## config.mk

```make
export PLATFORM = sky130hd
export DESIGN_NAME = motor_drive_sequencer
export DESIGN_NICKNAME = d
export VERILOG_FILES = /design/src/rtl/elevator_pkg.sv /design/src/rtl/pwm_gen.sv /design/src/rtl/motor_drive_sequencer.sv
export SDC_FILE = /design/constraint.sdc
export NUM_CORES = 1
export LEC_CHECK = 0
export BUFFER_PORTS_ARGS = -buffer_cell sky130_fd_sc_hd__buf_2
export CORE_MARGIN = 2
export CORE_UTILIZATION = 40
export CTS_BUF_LIST = sky130_fd_sc_hd__clkbuf_16
export CTS_CLUSTER_DIAMETER = 80
export DETAILED_ROUTE_END_ITERATION = 7
export PLACE_DENSITY = 0.57
export SLEW_MARGIN = 20
export SYNTH_ARGS = -nofsm -noshare
export SYNTH_HDL_FRONTEND = slang
export SYNTH_HIERARCHICAL = 1
export SYNTH_SLANG_ARGS = --single-unit
```

## constraint.sdc

```tcl
create_clock -name clk -period 3.65 [get_ports clk]
set_input_delay 0.1825 -clock clk [delete_from_list [all_inputs] [get_ports clk]]
set_output_delay 0.1825 -clock clk [all_outputs]
set_load 0.03 [all_outputs]
```

## src/rtl/elevator_pkg.sv

```systemverilog
`default_nettype none
// ============================================================================
//  Module      : elevator_pkg
//  Description : Shared types and constants for the elevator motor drive path:
//                sequencer state enum, direction encoding, default timings.
//  Revision    : 1.0 - initial release
// ============================================================================
package elevator_pkg;

    // Motor drive sequencer states
    typedef enum logic [2:0] {
        IDLE    = 3'd0,
        RELEASE = 3'd1,
        RAMP_UP = 3'd2,
        RUN     = 3'd3,
        RAMP_DN = 3'd4,
        SETTLE  = 3'd5,
        FAULT   = 3'd6
    } state_e;

    // Direction encoding shared with the elevator controller
    localparam logic DIR_UP = 1'b1;
    localparam logic DIR_DN = 1'b0;

    // Default timing constants
    localparam int DEF_PWM_W         = 8;
    localparam int DEF_DUTY_MAX      = 200;
    localparam int DEF_RAMP_STEP_CYC = 4;
    localparam int DEF_BRAKE_CYC     = 16;
    localparam int DEF_DEAD_CYC      = 8;

endpackage
`default_nettype wire

```

## src/rtl/pwm_gen.sv

```systemverilog
`default_nettype none
// ============================================================================
//  Module      : pwm_gen
//  Description : Free-running PWM_W-bit counter with duty compare and a
//                registered PWM output gated by the bridge enable.
//  Revision    : 1.0 - initial release
// ============================================================================
module pwm_gen #(
    parameter int PWM_W = 8
) (
    input  logic             clk,
    input  logic             reset,
    input  logic             en,
    input  logic [PWM_W-1:0] duty,
    output logic             pwm
);

    logic [PWM_W-1:0] cnt_q;
    logic [PWM_W-1:0] cnt_d;
    logic             pwm_q;
    logic             pwm_d;

    // en and duty are the values the parent registers on this same edge, and
    // the compare uses the post-edge count, so pwm lines up with the visible
    // drive/duty outputs in the same cycle.
    assign cnt_d = cnt_q + PWM_W'(1);
    assign pwm_d = en && (cnt_d < duty);

    // Counter wraps naturally from all-ones to zero; pwm is a plain flop.
    always_ff @(posedge clk or posedge reset) begin
        if (reset) begin
            cnt_q <= '0;
            pwm_q <= 1'b0;
        end else begin
            cnt_q <= cnt_d;
            pwm_q <= pwm_d;
        end
    end

    assign pwm = pwm_q;

endmodule
`default_nettype wire

```

## src/rtl/motor_drive_sequencer.sv

```systemverilog
`default_nettype none
// ============================================================================
//  Module      : motor_drive_sequencer
//  Description : Converts controller run/direction levels into safe motor
//                drive: brake sequencing, soft-start/stop duty ramp, PWM,
//                reversal dead time through IDLE, and a latched safety fault.
//  Revision    : 1.0 - initial release
// ============================================================================
module motor_drive_sequencer
    import elevator_pkg::*;
#(
    parameter int PWM_W         = DEF_PWM_W,
    parameter int DUTY_MAX      = DEF_DUTY_MAX,
    parameter int RAMP_STEP_CYC = DEF_RAMP_STEP_CYC,
    parameter int BRAKE_CYC     = DEF_BRAKE_CYC,
    parameter int DEAD_CYC      = DEF_DEAD_CYC
) (
    input  logic             clk,
    input  logic             reset,
    input  logic             motor_cmd,
    input  logic             dir_cmd,
    input  logic             door_closed,
    input  logic             estop,
    input  logic             fault_clr,
    output logic             drv_up,
    output logic             drv_dn,
    output logic             pwm,
    output logic             brake,
    output logic [PWM_W-1:0] duty,
    output logic             busy,
    output logic             fault
);

    localparam int TMR_MAX = (BRAKE_CYC > DEAD_CYC) ? BRAKE_CYC : DEAD_CYC;
    localparam int TMR_W   = (TMR_MAX > 2) ? $clog2(TMR_MAX) : 1;
    localparam int PS_W    = (RAMP_STEP_CYC > 2) ? $clog2(RAMP_STEP_CYC) : 1;

    localparam logic [TMR_W-1:0] BRAKE_LOAD = TMR_W'(BRAKE_CYC - 1);
    localparam logic [TMR_W-1:0] DEAD_LOAD  = TMR_W'(DEAD_CYC - 1);
    localparam logic [PS_W-1:0]  PS_LAST    = PS_W'(RAMP_STEP_CYC - 1);
    localparam logic [PWM_W-1:0] DUTY_TOP   = PWM_W'(DUTY_MAX);

    state_e           state_q, state_d;
    logic             dir_lat_q, dir_lat_d;
    logic [TMR_W-1:0] timer_q, timer_d;
    logic [PS_W-1:0]  presc_q, presc_d;
    logic [PWM_W-1:0] duty_q, duty_d;
    logic             brake_q, brake_d;
    logic             drv_up_q, drv_up_d;
    logic             drv_dn_q, drv_dn_d;
    logic             busy_q, busy_d;
    logic             fault_q, fault_d;

    logic             w_moving;
    logic             w_trip;
    logic             w_step;
    logic             w_keep_going;
    logic             w_drive_on;

    // Door opening is only unsafe once the brake has been lifted.
    assign w_moving     = (state_q == RELEASE) || (state_q == RAMP_UP) ||
                          (state_q == RUN)     || (state_q == RAMP_DN);
    assign w_trip       = estop || (!door_closed && w_moving);
    assign w_step       = (presc_q == PS_LAST);
    assign w_keep_going = motor_cmd && (dir_cmd == dir_lat_q);

    // State, timers, ramp and registered outputs; reset is asynchronous.
    always_ff @(posedge clk or posedge reset) begin
        if (reset) begin
            state_q   <= IDLE;
            dir_lat_q <= DIR_DN;
            timer_q   <= '0;
            presc_q   <= '0;
            duty_q    <= '0;
            brake_q   <= 1'b1;
            drv_up_q  <= 1'b0;
            drv_dn_q  <= 1'b0;
            busy_q    <= 1'b0;
            fault_q   <= 1'b0;
        end else begin
            state_q   <= state_d;
            dir_lat_q <= dir_lat_d;
            timer_q   <= timer_d;
            presc_q   <= presc_d;
            duty_q    <= duty_d;
            brake_q   <= brake_d;
            drv_up_q  <= drv_up_d;
            drv_dn_q  <= drv_dn_d;
            busy_q    <= busy_d;
            fault_q   <= fault_d;
        end
    end

    // Next-state, timer and duty ramp; a trip overrides every other move.
    always_comb begin
        state_d   = state_q;
        dir_lat_d = dir_lat_q;
        timer_d   = timer_q;
        presc_d   = presc_q;
        duty_d    = duty_q;

        if (w_trip) begin
            state_d = FAULT;
            duty_d  = '0;
            timer_d = '0;
            presc_d = '0;
        end else begin
            case (state_q)
                IDLE: begin
                    duty_d = '0;
                    if (motor_cmd && door_closed) begin
                        state_d   = RELEASE;
                        dir_lat_d = dir_cmd;
                        timer_d   = BRAKE_LOAD;
                    end
                end
                RELEASE: begin
                    if (!motor_cmd) begin
                        state_d = SETTLE;
                        timer_d = DEAD_LOAD;
                    end else if (timer_q == '0) begin
                        state_d = RAMP_UP;
                        presc_d = '0;
                    end else begin
                        timer_d = timer_q - TMR_W'(1);
                    end
                end
                RAMP_UP: begin
                    if (!w_keep_going) begin
                        state_d = RAMP_DN;
                        presc_d = '0;
                    end else if (duty_q >= DUTY_TOP) begin
                        // Resumed before the first down-step: already at top.
                        state_d = RUN;
                        duty_d  = DUTY_TOP;
                    end else if (w_step) begin
                        presc_d = '0;
                        duty_d  = duty_q + PWM_W'(1);
                        if (duty_q == DUTY_TOP - PWM_W'(1)) begin
                            state_d = RUN;
                        end
                    end else begin
                        presc_d = presc_q + PS_W'(1);
                    end
                end
                RUN: begin
                    duty_d = DUTY_TOP;
                    if (!w_keep_going) begin
                        state_d = RAMP_DN;
                        presc_d = '0;
                    end
                end
                RAMP_DN: begin
                    // A reversed request keeps ramping down; reversal goes via IDLE.
                    if (w_keep_going) begin
                        state_d = RAMP_UP;
                        presc_d = '0;
                    end else if (duty_q == '0) begin
                        state_d = SETTLE;
                        timer_d = DEAD_LOAD;
                    end else if (w_step) begin
                        presc_d = '0;
                        duty_d  = duty_q - PWM_W'(1);
                        if (duty_q == PWM_W'(1)) begin
                            state_d = SETTLE;
                            timer_d = DEAD_LOAD;
                        end
                    end else begin
                        presc_d = presc_q + PS_W'(1);
                    end
                end
                SETTLE: begin
                    if (timer_q == '0) begin
                        state_d = IDLE;
                    end else begin
                        timer_d = timer_q - TMR_W'(1);
                    end
                end
                FAULT: begin
                    duty_d = '0;
                    if (fault_clr && door_closed && !motor_cmd) begin
                        state_d = IDLE;
                    end
                end
                default: begin
                    state_d = FAULT;
                    duty_d  = '0;
                end
            endcase
        end
    end

    // Output decode from the next state so every output is a plain flop.
    always_comb begin
        w_drive_on = (state_d == RAMP_UP) || (state_d == RUN) || (state_d == RAMP_DN);
        brake_d    = !(w_drive_on || (state_d == RELEASE));
        drv_up_d   = w_drive_on && (dir_lat_d == DIR_UP);
        drv_dn_d   = w_drive_on && (dir_lat_d == DIR_DN);
        busy_d     = (state_d != IDLE);
        fault_d    = (state_d == FAULT);
    end

    pwm_gen #(
        .PWM_W (PWM_W)
    ) u_pwm_gen (
        .clk   (clk),
        .reset (reset),
        .en    (drv_up_d || drv_dn_d),
        .duty  (duty_d),
        .pwm   (pwm)
    );

    assign drv_up = drv_up_q;
    assign drv_dn = drv_dn_q;
    assign brake  = brake_q;
    assign duty   = duty_q;
    assign busy   = busy_q;
    assign fault  = fault_q;

endmodule
`default_nettype wire

```

==> reports/qor.csv, run 1 <==
stage,metric,value,unit
outcome,run status,"finished, final reports clean",
sta,Least-Margin Pin Slew,0.9371,ns
clocking,total clock sinks,32,
routing,drt initial violations,331,
floorplan,Starting Density,41.49,%
clocking,TritonCTS buffer count,5,
synthesis,Synth Cell Area,2298,sq um
worst_setup_path,Worst setup SP type,flip-flop,
worst_setup_path,R2R cell count,13,
sta,Max Clock Freq,315.7,MHz
clocking,clk_lat worst skew,0.28,ns
synthesis,synth warn,6,
final_layout,Final Util,47.70,%
final_layout,Nets,313,
power_and_ir_drop,switching share of power,33.32,%
worst_setup_path,arrival time at the worst endpoint,3.35,ns
routing,DR vias/cell,5.688,
synthesis,Synth Area in Compound Gates,21.61,%
synthesis,commonest cells in the netlist,"dfrtp_1, a21oi_1, nor2_1",
sta,slew margin rel.,37.46,%
clocking,CTS tree,built,
synthesis,most numerous cell in the Yosys netlist,dfrtp_1,
worst_setup_path,crit path capture type,flip-flop,
worst_setup_path,R2R Path Start,duty[0]$_DFF_PP0_,
final_layout,sequential cell area,802.0,sq um
routing,antenna-violating nets left,0,
global_route,initial antenna violation count,0,
run,Max Cap Violations,0,
clocking,H-tree depth,2,
power_and_ir_drop,sw power,410.6,uW
global_route,GR Util All Layers,19.78,%
routing,DR vias,2076,
final_layout,ANT cells,0,
clocking,Clock Tree Root,clkbuf_16,
worst_setup_path,stages on the worst setup path,13,
worst_setup_path,Critical Path Fanout Max,9,
floorplan,core area,5540,sq um
worst_setup_path,R2R Path End,u_pwm_gen/pwm$_DFF_PP0_,
synthesis,Mapped Nets,291,
power_and_ir_drop,Int Power,821.5,uW
routing,WL final,5.812,mm
final_layout,# fillers,538,
sta,Slew Limit Fails,0,
clocking,Post-CTS Hold Fix Bufs,1,
floorplan,die area,6369,sq um
synthesis,cell taking the most area after synthesis,dfrtp_1,
synthesis,Mapped Cells,270,
synthesis,simple-gate share of the synthesized area,24.01,%
final_layout,area occupied by multi-input gates,1379,sq um
synthesis,average instance area after synthesis,8.513,sq um
worst_setup_path,CP max stage delay,0.52,ns
worst_setup_path,Slowest cell on crit path,dfrtp_1,
sta,Final Hold Viols,0,
routing,drt pass-1 iters,5,
sta,Final period util,86.77,%
place,gp weighted congestion,0.9546,
power_and_ir_drop,Max IR drop VDD,0.2710,mV
synthesis,Synth area leaders,"dfrtp_1, ha_1, a21oi_1",
floorplan,io pins,21,
synthesis,mux share of post-synthesis cell area,1.851,%
synthesis,"Distinct cells, synth",60,
sta,Setup TNS,0,ns
floorplan,Row Count,27,
global_route,grt ovf,0,
synthesis,xor/xnor cell area share of the yosys netlist,4.899,%
clocking,Clock Path Buffers,2,
power_and_ir_drop,power per standard cell area,466.2,nW/um^2
place,post-detail-place hpwl,4.311,mm
synthesis,async set-reset flop share out of synthesis,100.0,%
floorplan,Die W,79.81,um
global_route,vias in the first global route,1942,
sta,skew final,0.005770,ns
sta,Final min period,3.167,ns
synthesis,largest family of logic cells by synthesized area,simple AND/OR/NAND/NOR gates,
min_path,Hold WC Path Type,primary input to flip-flop,
place,port bufs,20,
sta,RSZ-0062 raised after global routing,no,
synthesis,share of the synthesized area in the top cell type,33.75,%
synthesis,Adder-Cell Fraction of Synth Area,7.621,%
power_and_ir_drop,Total Power,1.232,mW
worst_setup_path,"critical path, cell by cell","inv_1, ha_1, nor4b_1, and2_1, a21oi_1, nand2_1, a32o_1, a21oi_1, inv_1, ha_1, a211oi_2, o21ai_1, a221oi_2",
global_route,largest net degree at the start of global routing,24,
worst_setup_path,Bufs and invs on worst path,2,
worst_setup_path,reg2reg setup slack,0.48,ns
power_and_ir_drop,Sequential Power Share,34.7,%
synthesis,ys flop type,dfrtp_1,
synthesis,Post-synth EDFFs,0,
min_path,HP Start,dir_cmd,
worst_setup_path,cell class contributing the biggest share of worst-path delay,compound AO/OA/AOI/OAI gates,
synthesis,sequential area share after synthesis,34.89,%
min_path,hold depth,3,
power_and_ir_drop,Clock Power Share,38.5,%
final_layout,area growth from synthesis to layout,14.97,%
global_route,first-pass GRT wire length,9.701,mm
power_and_ir_drop,Combinational Power Share,26.7,%
power_and_ir_drop,Static Leak,1.147,nW
synthesis,"flops & latches, synth",32,
routing,DR DRC count,0,
routing,routed len/inst,15.92,um
sta,final setup fails,0,
worst_setup_path,Setup CP Type,flip-flop to flip-flop,
clocking,Setup Buffers After CTS,0,
floorplan,Die Y,79.81,um
min_path,Worst Hold Path EP,dir_lat_q$_DFF_PP0_,
clocking,Worst-path clk slew,0.05,ns
worst_setup_path,WP data required,3.83,ns
clocking,Resize count post-CTS,0,
final_layout,layout cell share with drive strength beyond 1,15.02,%
[placed cells by master (no fill, tap or decap), types with 3 or more instances in the layout]
cell	netlist	routed
or3_1	6	6
nand2b_1	4	4
inv_1	21	22
clkbuf_16	0	5
ha_1	14	14
a211oi_1	4	4
nand3_1	9	9
buf_2	4	20
and2_1	3	3
nand4_1	4	4
nand2_1	22	22
xnor2_1	5	5
nand4b_1	3	3
xor2_1	6	6
a21o_1	3	3
a31oi_1	5	5
dfrtp_1	31	31
nor3_1	12	12
nor2b_1	4	4
o21ai_0	12	12
a21oi_1	23	23
nor2_1	23	23
[kinds of logic after synthesis]
group,Yosys count
DFF,32
adders and majority gates,14
xor gates and xnor gates,12
AOI/OAI and AO/OA,73
and+or+nand+nor,105
muxes,4
buffers and inverters,30
[per-layer routing]
metal	routed length, um	GRT usage [%]
met2	2770	32.27
met3	288	3.507
met1	2684	26.56
met5	0	0
met4	70	6.441
[area by class of cell]
| cell class | count | area share (%) |
|---|---|---|
| well taps | 72 | 3.409 |
| repair buffers | 23 | 4.735 |
| clock buffers | 5 | 4.735 |
| inverters | 22 | 3.125 |
| multi-input cells | 208 | 52.18 |
| clock inverters | 3 | 1.468 |
| flip-flops and latches | 32 | 30.35 |
[power groups by stage]
stage | Clock [mW] | Combinational (mW) | Sequential (mW)
detailed placement | 0 | 0.326 | 0.433
global placement | 0 | 0.328 | 0.432
finish | 0.475 | 0.329 | 0.428
floorplan | 0 | 0.230 | 0.447
CTS | 0.484 | 0.329 | 0.427
global route | 0.501 | 0.369 | 0.433
[tightest hold or removal path: stages]
cell and delay (ns):
buf_2 0.14, mux2i_1 0.12, inv_1 0.07
[how the worst max path moves through the flow]
stage / from / end
finish: duty[0]$_DFF_PP0_ / u_pwm_gen/pwm$_DFF_PP0_
global route: duty[0]$_DFF_PP0_ / u_pwm_gen/pwm$_DFF_PP0_
CTS: duty[0]$_DFF_PP0_ / u_pwm_gen/pwm$_DFF_PP0_
detailed placement: duty[0]$_DFF_PP0_ / u_pwm_gen/pwm$_DFF_PP0_
global placement: duty[0]$_DFF_PP0_ / u_pwm_gen/pwm$_DFF_PP0_
floorplan: duty[0]$_DFF_PP0_ / u_pwm_gen/pwm$_DFF_PP0_
[state kept, by name, indices dropped and copies added (netlist names), 2 cells and up]
register,flops
u_pwm_gen/cnt_q,8
presc_q,2
duty,8
timer_q,4
state_q,3
[through the flow]
step	hold slack, ns	worst slack, ns	cell area, sq um	instances
2_1_floorplan	0.01042	0.6667	2298	270
3_3_place_gp	0.1625	0.5611	2469	356
3_5_place_dp	0.1631	0.5070	2469	356
4_1_cts	0.2655	0.4859	2643	365
5_1_grt	0.2901	0.2782	2643	365
6_report	0.2642	0.4829	2643	365
No activity file was read; power rests on OpenSTA's default activity.
==> run 2: changes to the inputs <==
- PLACE_DENSITY: 0.57 -> not set
- PLACE_DENSITY_LB_ADDON: not set -> 0.1
- SYNTH_HIERARCHICAL: 1 -> not set
==> run 2 against run 1 <==
The flow now finishes with violations (hold timing); combinational power rose by 18%; cell area increased by 1.6%; sequential cell count did not move; critical path depth down 4; utilization increased by 0.45 points; first-iteration DRC count fell by 14%; clock-buffer cell count is the same; routed wire length up 6.8%; via count grew 3.3%; sequential share of layout area shrank 0.47 points; highest routed layer unchanged.
==> reports/qor.csv, run 2 <==
stage,metric,value,unit
worst_setup_path,crit path from,duty[4]$_DFF_PP0_,
worst_setup_path,WP data required,3.81,ns
place,port bufs,20,
clocking,Clock Tree Root,clkbuf_16,
power_and_ir_drop,Static Leak,1.152,nW
global_route,grt ovf,0,
final_layout,ANT cells,0,
synthesis,Mapped Cells,266,
routing,antenna-violating nets left,0,
synthesis,cell taking the most area after synthesis,dfrtp_1,
place,gp weighted congestion,0.9424,
synthesis,average instance area after synthesis,8.777,sq um
floorplan,die area,6464,sq um
final_layout,area growth from synthesis to layout,14.95,%
synthesis,sequential area share after synthesis,34.35,%
synthesis,commonest cells in the netlist,"dfrtp_1, nor2_1, a21oi_1, nand2_1, ha_1",
place,post-place setup slack,0.2166,ns
clocking,H-tree depth,2,
synthesis,Synth Area in Compound Gates,26.69,%
floorplan,Row Count,27,
clocking,Worst-path clk slew,0.06,ns
floorplan,io pins,21,
final_layout,final cell count without fillers,363,
synthesis,Mapped Nets,287,
sta,Slew Limit Fails,0,
sta,RSZ-0062 raised after global routing,no,
worst_setup_path,arrival time at the worst endpoint,3.62,ns
worst_setup_path,CP max stage delay,0.52,ns
synthesis,share of the synthesized area in the top cell type,33.23,%
final_layout,# fillers,571,
sta,Final WS setup,0.1953,ns
clocking,TritonCTS buffer count,5,
clocking,Resize count post-CTS,0,
outcome,failing checks,hold timing,
place,Inst Count DP,355,
sta,skew final,0.006985,ns
routing,WL final,6.205,mm
sta,final setup fails,0,
floorplan,core area,5574,sq um
synthesis,Synth Cell Area,2335,sq um
clocking,clk_lat worst skew,0.28,ns
sta,hold_ws,-0.01606,ns
synthesis,Adder-Cell Fraction of Synth Area,7.503,%
synthesis,mux share of post-synthesis cell area,1.340,%
synthesis,Synth area leaders,"dfrtp_1, ha_1, nor2_1",
outcome,run status,"finished, violations left",
clocking,Clock Path Buffers,2,
global_route,vias in the first global route,2024,
sta,Final Hold Viols,27,
synthesis,synth warn,0,
synthesis,simple-gate share of the synthesized area,21.17,%
worst_setup_path,R2R Path End,u_pwm_gen.pwm$_DFF_PP0_,
worst_setup_path,R2R cell count,9,
routing,drt initial violations,284,
synthesis,async set-reset flop share out of synthesis,100.0,%
clocking,Setup Buffers After CTS,0,
global_route,initial antenna violation count,0,
final_layout,"commonest non-fill, non-tap cells in the layout","dfrtp_1, nor2_1, buf_2",
run,Max Cap Violations,0,
sta,slew margin rel.,56.04,%
global_route,first-pass GRT wire length,10.17,mm
sta,Max Clock Freq,289.5,MHz
worst_setup_path,reg2reg setup slack,0.20,ns
synthesis,Post-synth EDFFs,0,
synthesis,ys flop type,dfrtp_1,
worst_setup_path,Slowest cell on crit path,or4_1,
routing,DR vias,2144,
floorplan,Die Y,80.40,um
sta,Least-Margin Pin Slew,0.6534,ns
sta,Setup TNS,0,ns
routing,routed len/inst,17.09,um
clocking,Post-CTS Hold Fix Bufs,0,
clocking,CTS tree,built,
worst_setup_path,R2R Path Start,duty[4]$_DFF_PP0_,
synthesis,most numerous cell in the Yosys netlist,dfrtp_1,
global_route,largest net degree at the start of global routing,33,
worst_setup_path,Setup CP Type,flip-flop to flip-flop,
routing,DR vias/cell,5.906,
place,post-detail-place hpwl,4.606,mm
worst_setup_path,Worst setup SP type,flip-flop,
floorplan,Die W,80.40,um
routing,drt pass-1 iters,5,
final_layout,Nets,311,
final_layout,"commonest non-fill, non-tap cell in the layout",dfrtp_1,
worst_setup_path,Worst Setup EP,u_pwm_gen.pwm$_DFF_PP0_,
power_and_ir_drop,Max IR drop VDD,0.2720,mV
worst_setup_path,Critical Path Fanout Max,10,
power_and_ir_drop,power per standard cell area,445.8,nW/um^2
sta,Final period util,94.65,%
clocking,total clock sinks,32,
worst_setup_path,"critical path, cell by cell","o311a_4, a211oi_4, nand2_1, nand4_1, o311ai_0, ha_1, or4_1, or4b_1, a2111oi_2",
synthesis,largest family of logic cells by synthesized area,compound AO/OA/AOI/OAI gates,
final_layout,layout cell share with drive strength beyond 1,18.21,%
sta,Final min period,3.455,ns
routing,DR DRC count,0,
worst_setup_path,crit path capture type,flip-flop,
floorplan,Starting Density,41.89,%
global_route,GR Util All Layers,20.71,%
synthesis,xor/xnor cell area share of the yosys netlist,3.751,%
min_path,Hold WC Path Type,primary input to asynchronous set/reset pin,
synthesis,"flops & latches, synth",32,
synthesis,"Distinct cells, synth",60,
run 2: cell count changes in the layout (fill, tap and decap cells not counted), moves of 5 or more:
cell,delta
a21oi_1,-8
buf_4,+10
inv_1,-8
nand2_1,-7
nor3_1,-6
or3_1,-5
run 2: worst max-delay path, delay by kind of cell (launching register included):
kind,cells,cell delay [ns]
AOI/OAI and AO/OA,4,1.37
adders and majority gates,1,0.24
DFF,1,0.50
and+or+nand+nor,4,1.23
run 2: kinds of logic after synthesis:
| logic type | Yosys count |
|---|---|
| adders and majority gates | 14 |
| xor gates and xnor gates | 10 |
| buffers and inverters | 29 |
| AOI/OAI and AO/OA | 83 |
| DFF | 32 |
| and+or+nand+nor | 95 |
| muxes | 3 |
run 2: area by class of cell:
type / instances / area [sq um] / share of cell area (%)
multi-input cells: 205 / 1413 / 52.63
flip-flops and latches: 32 / 802.0 / 29.88
repair buffers: 32 / 190.2 / 7.086
clock buffers: 5 / 125.1 / 4.662
well taps: 72 / 90.09 / 3.357
inverters: 14 / 52.55 / 1.958
clock inverters: 3 / 11.26 / 0.4196
run 2: where the power goes:
part,internal [mW],switching [mW],total [mW]
clock,0.245,0.150,0.395
sequential,0.389,0.0244,0.413
combinational,0.141,0.247,0.388
run 2: how the worst min path moves through the flow:
stage	from	cells after the start	slack, ns	to
floorplan	reset	1	0.30	busy$_DFF_PP0_
global placement	reset	3	0.30	timer_q[2]$_DFFE_PP0P_
detailed placement	reset	3	0.30	timer_q[1]$_DFFE_PP0P_
CTS	reset	3	0.01	timer_q[3]$_DFFE_PP0P_
global route	reset	3	0.06	timer_q[3]$_DFFE_PP0P_
finish	reset	3	-0.02	timer_q[3]$_DFFE_PP0P_
run 2: metal layers:
layer,part of all wire [%],GRT usage (%),vias to the layer above,routed length (um)
met5,0,0,-,0
met4,2.6,7.966,0,160
met3,5.7,4.045,15,353
met2,42,29.75,88,2618
met1,50,30.46,995,3072
li1,-,-,1046,-
run 2: per-stage QoR:
step	total power, mW	utilization (%)	instance area (sq um)	hold slack [ns]
6_report	1.196	48.15	2684	-0.01606
3_5_place_dp	0.8003	45.70	2547	0.2997
3_3_place_gp	0.8055	45.70	2547	0.2967
2_1_floorplan	0.6864	-	2335	0.2980
5_1_grt	1.262	48.15	2684	0.05665
4_1_cts	1.199	48.15	2684	0.009719
